<file path="config.mk">
export PLATFORM = sky130hd
export DESIGN_NAME = alu_op_sequencer
export DESIGN_NICKNAME = d
export VERILOG_FILES = /design/src/rtl/alu_pkg.sv /design/src/rtl/alu_regfile.sv /design/src/rtl/alu_op_sequencer.sv
export SDC_FILE = /design/constraint.sdc
export NUM_CORES = 1
export LEC_CHECK = 0
export BUFFER_PORTS_ARGS = -buffer_cell sky130_fd_sc_hd__buf_2
export CORE_ASPECT_RATIO = 1.75
export CORE_MARGIN = 1.5
export CORE_UTILIZATION = 42
export CTS_CLUSTER_DIAMETER = 30
export DETAILED_ROUTE_END_ITERATION = 7
export GPL_TIMING_DRIVEN = 0
export PLACE_DENSITY = 0.72
export SYNTH_ARGS = -nofsm -noshare
export SYNTH_HDL_FRONTEND = slang
export SYNTH_SLANG_ARGS = --single-unit
export TNS_END_PERCENT = 5
</file>
<file path="constraint.sdc">
create_clock -name clk -period 1.9 [get_ports clk]
set_clock_uncertainty 0.2 [all_clocks]
set_input_delay 0.19 -clock clk [delete_from_list [all_inputs] [get_ports clk]]
set_output_delay 0.19 -clock clk [all_outputs]
set_load 0.02 [all_outputs]
</file>
<file path="src/rtl/alu_pkg.sv">
// Shared types for the 8-bit ALU and the issue/writeback sequencer wrapped around it.
package alu_pkg;

    localparam int ALU_WIDTH = 8;

    typedef enum logic [1:0] {
        ALU_AND = 2'b00,
        ALU_OR  = 2'b01,
        ALU_ADD = 2'b10,
        ALU_SUB = 2'b11
    } alu_op_t;

    typedef enum logic {
        IDLE = 1'b0,
        EXEC = 1'b1
    } seq_state_t;

endpackage

</file>
<file path="src/rtl/alu_regfile.sv">
// NREGS x WIDTH register file: two operand read ports, a debug read port and one
// synchronous write port. r0 always reads zero and ignores writes.
module alu_regfile
    import alu_pkg::*;
#(
    parameter  int WIDTH = ALU_WIDTH,
    parameter  int NREGS = 8,
    localparam int AW    = $clog2(NREGS)
) (
    input  logic             clk,
    input  logic             reset_n,
    input  logic [AW-1:0]    raddr1,
    input  logic [AW-1:0]    raddr2,
    output logic [WIDTH-1:0] rdata1,
    output logic [WIDTH-1:0] rdata2,
    input  logic [AW-1:0]    dbg_addr,
    output logic [WIDTH-1:0] dbg_data,
    input  logic             we,
    input  logic [AW-1:0]    waddr,
    input  logic [WIDTH-1:0] wdata
);

    logic [WIDTH-1:0] mem [NREGS];

    // NOTE: the array lives in flops, not RAM, because every register must clear
    // on reset; a RAM macro could not be reset this way.
    // NOTE: sequential state uses non-blocking assignments so all flops update together.
    always_ff @(posedge clk or negedge reset_n) begin
        if (!reset_n) begin
            for (int i = 0; i < NREGS; i++) mem[i] <= '0;
        end else if (we && (waddr != '0)) begin
            mem[waddr] <= wdata;
        end
    end

    assign rdata1   = (raddr1   == '0) ? '0 : mem[raddr1];
    assign rdata2   = (raddr2   == '0) ? '0 : mem[raddr2];
    assign dbg_data = (dbg_addr == '0) ? '0 : mem[dbg_addr];

endmodule

</file>
<file path="src/rtl/alu_op_sequencer.sv">
// Two-state issue/writeback stage around an external ALU: latches operands on the
// handshake, writes ALUResult back one edge later and pulses done with fresh flags.
module alu_op_sequencer
    import alu_pkg::*;
#(
    parameter  int WIDTH = ALU_WIDTH,
    parameter  int NREGS = 8,
    parameter  int CNTW  = 16,
    localparam int AW    = $clog2(NREGS)
) (
    input  logic             clk,
    input  logic             reset_n,
    input  logic             instr_valid,
    output logic             instr_ready,
    input  logic [1:0]       instr_op,
    input  logic [AW-1:0]    instr_rd,
    input  logic [AW-1:0]    instr_rs1,
    input  logic [AW-1:0]    instr_rs2,
    input  logic             instr_imm_en,
    input  logic [WIDTH-1:0] instr_imm,
    output logic [WIDTH-1:0] a,
    output logic [WIDTH-1:0] b,
    output logic [1:0]       ALUControl,
    input  logic [WIDTH-1:0] ALUResult,
    output logic             done,
    output logic             zero_flag,
    output logic             neg_flag,
    output logic [CNTW-1:0]  retired,
    input  logic [AW-1:0]    dbg_addr,
    output logic [WIDTH-1:0] dbg_data
);

    seq_state_t       state;
    logic [AW-1:0]    rd_q;
    logic [WIDTH-1:0] rs1_data;
    logic [WIDTH-1:0] rs2_data;

    // Writeback happens on the EXEC edge, so the next handshake reads the new value.
    alu_regfile #(
        .WIDTH (WIDTH),
        .NREGS (NREGS)
    ) u_regfile (
        .clk      (clk),
        .reset_n  (reset_n),
        .raddr1   (instr_rs1),
        .raddr2   (instr_rs2),
        .rdata1   (rs1_data),
        .rdata2   (rs2_data),
        .dbg_addr (dbg_addr),
        .dbg_data (dbg_data),
        .we       (state == EXEC),
        .waddr    (rd_q),
        .wdata    (ALUResult)
    );

    assign instr_ready = (state == IDLE);

    always_ff @(posedge clk or negedge reset_n) begin
        if (!reset_n) begin
            state      <= IDLE;
            rd_q       <= '0;
            a          <= '0;
            b          <= '0;
            ALUControl <= ALU_AND;
            done       <= 1'b0;
            zero_flag  <= 1'b0;
            neg_flag   <= 1'b0;
            retired    <= '0;
        end else begin
            done <= 1'b0;
            case (state)
                IDLE: begin
                    if (instr_valid) begin
                        a          <= rs1_data;
                        b          <= instr_imm_en ? instr_imm : rs2_data;
                        ALUControl <= instr_op;
                        rd_q       <= instr_rd;
                        state      <= EXEC;
                    end
                end
                EXEC: begin
                    // Flags update even for rd==0, which serves as a compare/test.
                    zero_flag <= (ALUResult == '0);
                    neg_flag  <= ALUResult[WIDTH-1];
                    done      <= 1'b1;
                    retired   <= retired + CNTW'(1);
                    state     <= IDLE;
                end
                default: state <= IDLE;
            endcase
        end
    end

endmodule

</file>
==> impl_metrics.yaml, run 1 <==
sta:
  max_freq_mhz: 485.6
  rsz0062_at_grt: "true"
  hold_viol: 0
  setup_slack_ns: -0.1592
  min_period_ns: 2.059
  fin_hold_ws_ns: 0.01317
  drv_slew: 0
  fin_crit_sh_pct: 108.4
  worstMarginPinSlew_ns: 0.7744
  slew_headroom_pct: 48.16
  setup_viol: 35
finish:
  antennaDiodeCount: 0
  fin_nets: 617
  area_growth_pct: 22.69
  drive_gt1_share_pct: 39.25
route:
  viasPerCell: 5.982
  dr_total_vias: 4528
  drtIter0Drc: 327
  ant_nets: 0
  drc: 0
  wl_per_cell_um: 21.83
  wl_um: 16530
  firstDrtPassIters: 5
pwr:
  p_leak_nw: 3.147
  p_total_w: 0.008274
  peakVddDrop_mv: 0.5360
  powerDensity_nw_per_um2: 1208
clock_tree:
  clkTransAtPathRegs_ns: 0.07
  htree_num_levels: 3
  clk_latency_ns: 0.35
  clock-sinks: 105
  cts_buffer_depth: 2
  cts_buffers: 9
  cts_tree: "yes"
  clock-root-buffer: "clkbuf_16"
synthesis:
  synth-compound-area-share_pct: 9.684
  synth_top_family_by_area: "multiplexers"
  ys_types: 45
  synthXorXnorAreaFrac_pct: 2.354
  synth-seq-area-share_pct: 47.07
  synth_fa_ha_area_share_pct: 0.2242
  synth.area.mux_share_pct: 25.85
  synth_cells: 470
  syn_nets: 505
  synthSimpleGateAreaFrac_pct: 11.03
  synth_ff_type: "dfrtp_1"
  ys_ff_latch: 105
  syn_area_um2: 5582
  yosys_warnings: 0
  synth.avg_cell_area_um2: 11.88
  synthArstFlopShare_pct: 100.0
  synth_edf_count: 0
critical_path:
  critPathRequiredTime_ns: 1.51
  critical_path_class: "reg2out"
  critPathCaptureType: "output pin"
  crit_fanout: 4
  start_kind: "flop"
  cp_cell_sequence: "mux4_2 -> nor2_1 -> a221oi_2 -> buf_4"
  r2r-start: "rd_q[1]"
  crit_slowest_cell: "mux4_2"
  crit_path_max_incr_delay_ns: 0.49
  crit_path_start: "u_regfile.mem[34]"
  cp.arrival_ns: 1.67
die:
  rows: 55
  start_util_pct: 43.14
  dieArea_um2: 14020
  core_area_um2: 12940
  die_w_um: 90.15
  pin_count: 80
  die_h_um: 155.5
placed_design:
  routabilityCongestion: 0.9100
  portBuffers: 74
  dp_hpwl_um: 11600
  dpl_worst_slack_ns: -0.3835
global_route:
  grt_pass1_wl_um: 25870
  grtUsageTotal_pct: 24.34
  first_global_vias: 4719
  grt_max_degree: 56
  antenna_found_initial: 0
  overflow: 0
outcome:
  failed_checks: "setup timing"
  status: "finished, violations left"
hold_path:
  hp-start: "ALUResult[3]"
  holdCritPathClass: "in2reg"
job:
  maxCapViolCount: 0
per-stage QoR:
step	cells	util [%]	setup TNS, ns	cell area, um2
after floorplan	470	-	0	5582
after global placement	715	47.66	-77.54	6166
after detailed placement	716	47.89	-8.627	6196
after CTS	750	52.17	-2.536	6749
after global routing	757	52.93	-4.795	6848
final	757	52.93	-3.157	6848
cell usage after synthesis, types with 7 or more instances:
library cell	instances	area share [%]
a221oi_1	11	1.7
a22oi_1	10	1.3
buf_2	8	0.72
buf_4	7	0.94
clkbuf_1	15	1.0
dfrtp_1	105	47
mux2_2	75	15
mux2i_1	35	6.3
mux4_2	11	4.4
nand2_1	38	2.6
nor2_1	27	1.8
nor2b_1	10	1.1
o21ai_0	21	1.9
o221ai_1	12	1.9
o22a_1	7	1.1
xor2_1	11	1.7
worst max-delay path: cells and delay by family, from the launching register on:
| family | cells | cell delay (ns) |
|---|---|---|
| multiplexers | 1 | 0.49 |
| flip-flops | 1 | 0.42 |
| buffers and inverters | 1 | 0.21 |
| AND/OR/NAND/NOR | 1 | 0.14 |
| AO/OA/AOI/OAI | 1 | 0.06 |
metal layers:
metal | up-vias | global-route usage [%] | part of all wire (%)
li1 | 1962 | - | -
met1 | 2247 | 27.07 | 37
met2 | 239 | 40.69 | 50
met3 | 80 | 4.985 | 6.3
met4 | 0 | 18.59 | 6.8
met5 | - | 0 | 0
registers in the layout, summed over array words and instances, names as in the netlist, 2 cells and up:
name           flops
u_regfile.mem     64
retired           16
a                  8
b                  8
rd_q               3
ALUControl         2
layout make-up:
class	instances	area (um2)
Multi-Input combinational cell	323	2808
Tap cell	171	214.0
Sequential cell	105	2629
Clock inverter	5	81.33
Clock buffer	10	229.0
Buffer	35	198.9
Timing Repair Buffer	102	665.6
Inverter	6	22.52
Fill cell	1171	6090
repair_timing:
action / 4_1_cts / 5_1_grt
gates resized for setup: 11 / 13
pin swaps: 1 / 0
hold buffers: 16 / 0
buffers inserted: 4 / 7
hold endpoints to repair: 88 / 0
setup endpoints to repair: 57 / 63
report_power, final:
| part | internal, W | switching, W |
|---|---|---|
| registers | 0.00293 | 0.000673 |
| logic | 0.00144 | 0.00129 |
| clock network | 0.00115 | 0.000792 |
| total | 0.00552 | 0.00276 |
kinds of logic after synthesis:
logic type      after synthesis
mux                         121
simple gates                111
flops                       105
compound gates               75
buf+inv                      42
xor+xnor                     15
fa+ha+maj                     1
cell usage in the layout, fill, tap and decap left out, types with 5 or more instances in the layout:
cell	synthesis	routed
dfrtp_1	105	104
mux2_2	75	75
buf_2	8	74
nand2_1	38	38
mux2i_1	35	35
nor2_1	27	23
buf_4	7	22
o21ai_0	21	21
dlygate4sd3_1	0	16
clkbuf_1	15	13
o221ai_1	12	12
mux4_2	11	11
xor2_1	11	11
nor2b_1	10	10
a22oi_1	10	10
clkbuf_16	0	9
a221oi_1	11	8
o22a_1	7	7
inv_1	5	5
final timing paths:
kind | end | slack, ns | depth (start not counted)
max | dbg_data[2] | -0.16 | 4
min | u_regfile.mem[19] | 0.01 | 2
max reg2reg | u_regfile.mem[29] | -0.14 | 3
min reg2reg | u_regfile.mem[62] | 0.26 | 1
max in group asynchronous | u_regfile.mem[15] | 0.53 | 3
min in group asynchronous | u_regfile.mem[52] | 0.22 | 2
Note: power is estimated with default switching activity, not from simulation.
==> run 2: changes to the inputs <==
RECOVER_POWER = 25   (was not set)
==> impl_metrics.yaml, run 2 (synthesis gave the netlist of run 1 again) <==
outcome:
  status: "finished, violations left"
  failed_checks: "setup timing"
sta:
  drv_slew: 0
  fin_crit_sh_pct: 108.5
  setup_slack_ns: -0.1606
  hold_viol: 0
  min_period_ns: 2.061
  max_freq_mhz: 485.3
  worstMarginPinSlew_ns: 1.212
  final.setup.tns_ns: -3.263
  slew_headroom_pct: 19.18
  setup_viol: 35
  rsz0062_at_grt: "true"
clock_tree:
  cts_buffers: 9
  clock-root-buffer: "clkbuf_16"
  clkTransAtPathRegs_ns: 0.07
  cts_buffer_depth: 2
  cts_tree: "yes"
  clock-sinks: 105
  htree_num_levels: 3
  clk_latency_ns: 0.35
critical_path:
  start_kind: "flop"
  critPathCapture: "dbg_data[2]"
  critical_path_class: "reg2out"
  cp.arrival_ns: 1.67
  crit_path_start: "u_regfile.mem[34]"
  r2r-end: "u_regfile.mem[29]"
  crit_fanout: 4
  ff2ff_path_depth: 3
  critPathRequiredTime_ns: 1.51
  rrSetupSlack_ns: -0.14
  critPathCaptureType: "output pin"
  r2r-start: "rd_q[1]"
finish:
  top_register: "u_regfile.mem"
  finalInstanceArea_um2: 6845
  final_common_cell: "dfrtp_1"
  antennaDiodeCount: 0
  multiInputGateArea_um2: 2808
  fin_nets: 617
  register_area_um2: 2629
  utilization_pct: 52.91
  final_cells: 757
  largest_reg_flops: 64
  final_cell_mix: "dfrtp_1 (104), buf_2 (75), mux2_2 (75)"
  top_regs: "u_regfile.mem x64, retired x16"
  fill_cells: 1172
  drive_gt1_share_pct: 39.25
  area_growth_pct: 22.64
placed_design:
  dpl_cell_area_um2: 6196
  dp_hpwl_um: 11600
  dpl_worst_slack_ns: -0.3835
  dp.cells: 716
  routabilityCongestion: 0.9100
  portBuffers: 74
die:
  core_area_um2: 12940
  rows: 55
  die_w_um: 90.15
  dieArea_um2: 14020
  start_util_pct: 43.14
  die_h_um: 155.5
  pin_count: 80
global_route:
  grt_pass1_wl_um: 25870
  grt_max_degree: 56
  overflow: 0
  antenna_found_initial: 0
  grtUsageTotal_pct: 24.34
  first_global_vias: 4719
route:
  dr_total_vias: 4515
  wl_um: 16520
  viasPerCell: 5.964
  firstDrtPassIters: 5
  drc: 0
  ant_nets: 0
  drtIter0Drc: 327
  wl_per_cell_um: 21.83
job:
  maxCapViolCount: 0
pwr:
  powerDensity_nw_per_um2: 1209
  peakVddDrop_mv: 0.5363
  p_leak_nw: 3.146
hold_path:
  holdCritPathClass: "in2reg"
  hp-start: "ALUResult[3]"
[run 2: cell counts in the layout (fill, tap and decap cells not counted)]
No cell type changed its count.
[run 2: timing repair]
action | CTS | global route
endpoints found under the hold margin | 88 | 0
gates cloned | 0 | 0
endpoints found under the setup margin | 57 | 63
pin swaps | 1 | 0
hold buffers | 16 | 0
resized for setup | 11 | 13
setup buffers | 4 | 7
[run 2: worst max-delay path, stage by stage (launching register included)]
cell	delay, ns
dfrtp_1	0.42
mux4_2	0.50
nor2_1	0.14
a221oi_2	0.06
buf_4	0.21
[run 2: how the worst min path moves through the flow]
stage,slack [ns],to,cells after the start
6_report,0.01,u_regfile.mem[19],2
5_1_grt,0.01,u_regfile.mem[51],2
4_1_cts,0.002,u_regfile.mem[3],2
3_5_place_dp,0.07,u_regfile.mem[60],1
3_3_place_gp,0.19,ALUControl[1],3
2_1_floorplan,-0.31,ALUControl[0],0
[run 2: power breakdown]
group	internal (W)	switching (W)	leakage [nW]
Combinational	0.00144	0.00129	1.71
Sequential	0.00293	0.000673	1.29
Clock	0.00115	0.000792	0.149
[run 2: layout make-up]
type,count,share of cell area (%)
Timing Repair Buffer,102,9.687
Sequential cell,105,38.40
Buffer,35,2.906
Clock inverter,5,1.188
Inverter,6,0.3290
Clock buffer,10,3.345
Multi-Input combinational cell,323,41.02
Tap cell,171,3.126
[run 2: routing by layer]
| layer | wire length (um) | track usage, % |
|---|---|---|
| met4 | 1143 | 18.59 |
| met3 | 1011 | 4.985 |
| met1 | 6142 | 27.07 |
| met5 | 0 | 0 |
| met2 | 8225 | 40.69 |
[run 2: per-stage QoR]
stage	hold WS, ns	power, W
after floorplan	-0.3056	0.005235
after global placement	0.1873	0.005928
after detailed placement	0.07355	0.006074
after CTS	0.001589	0.008143
after global routing	0.01150	0.008705
final	0.01299	0.008274
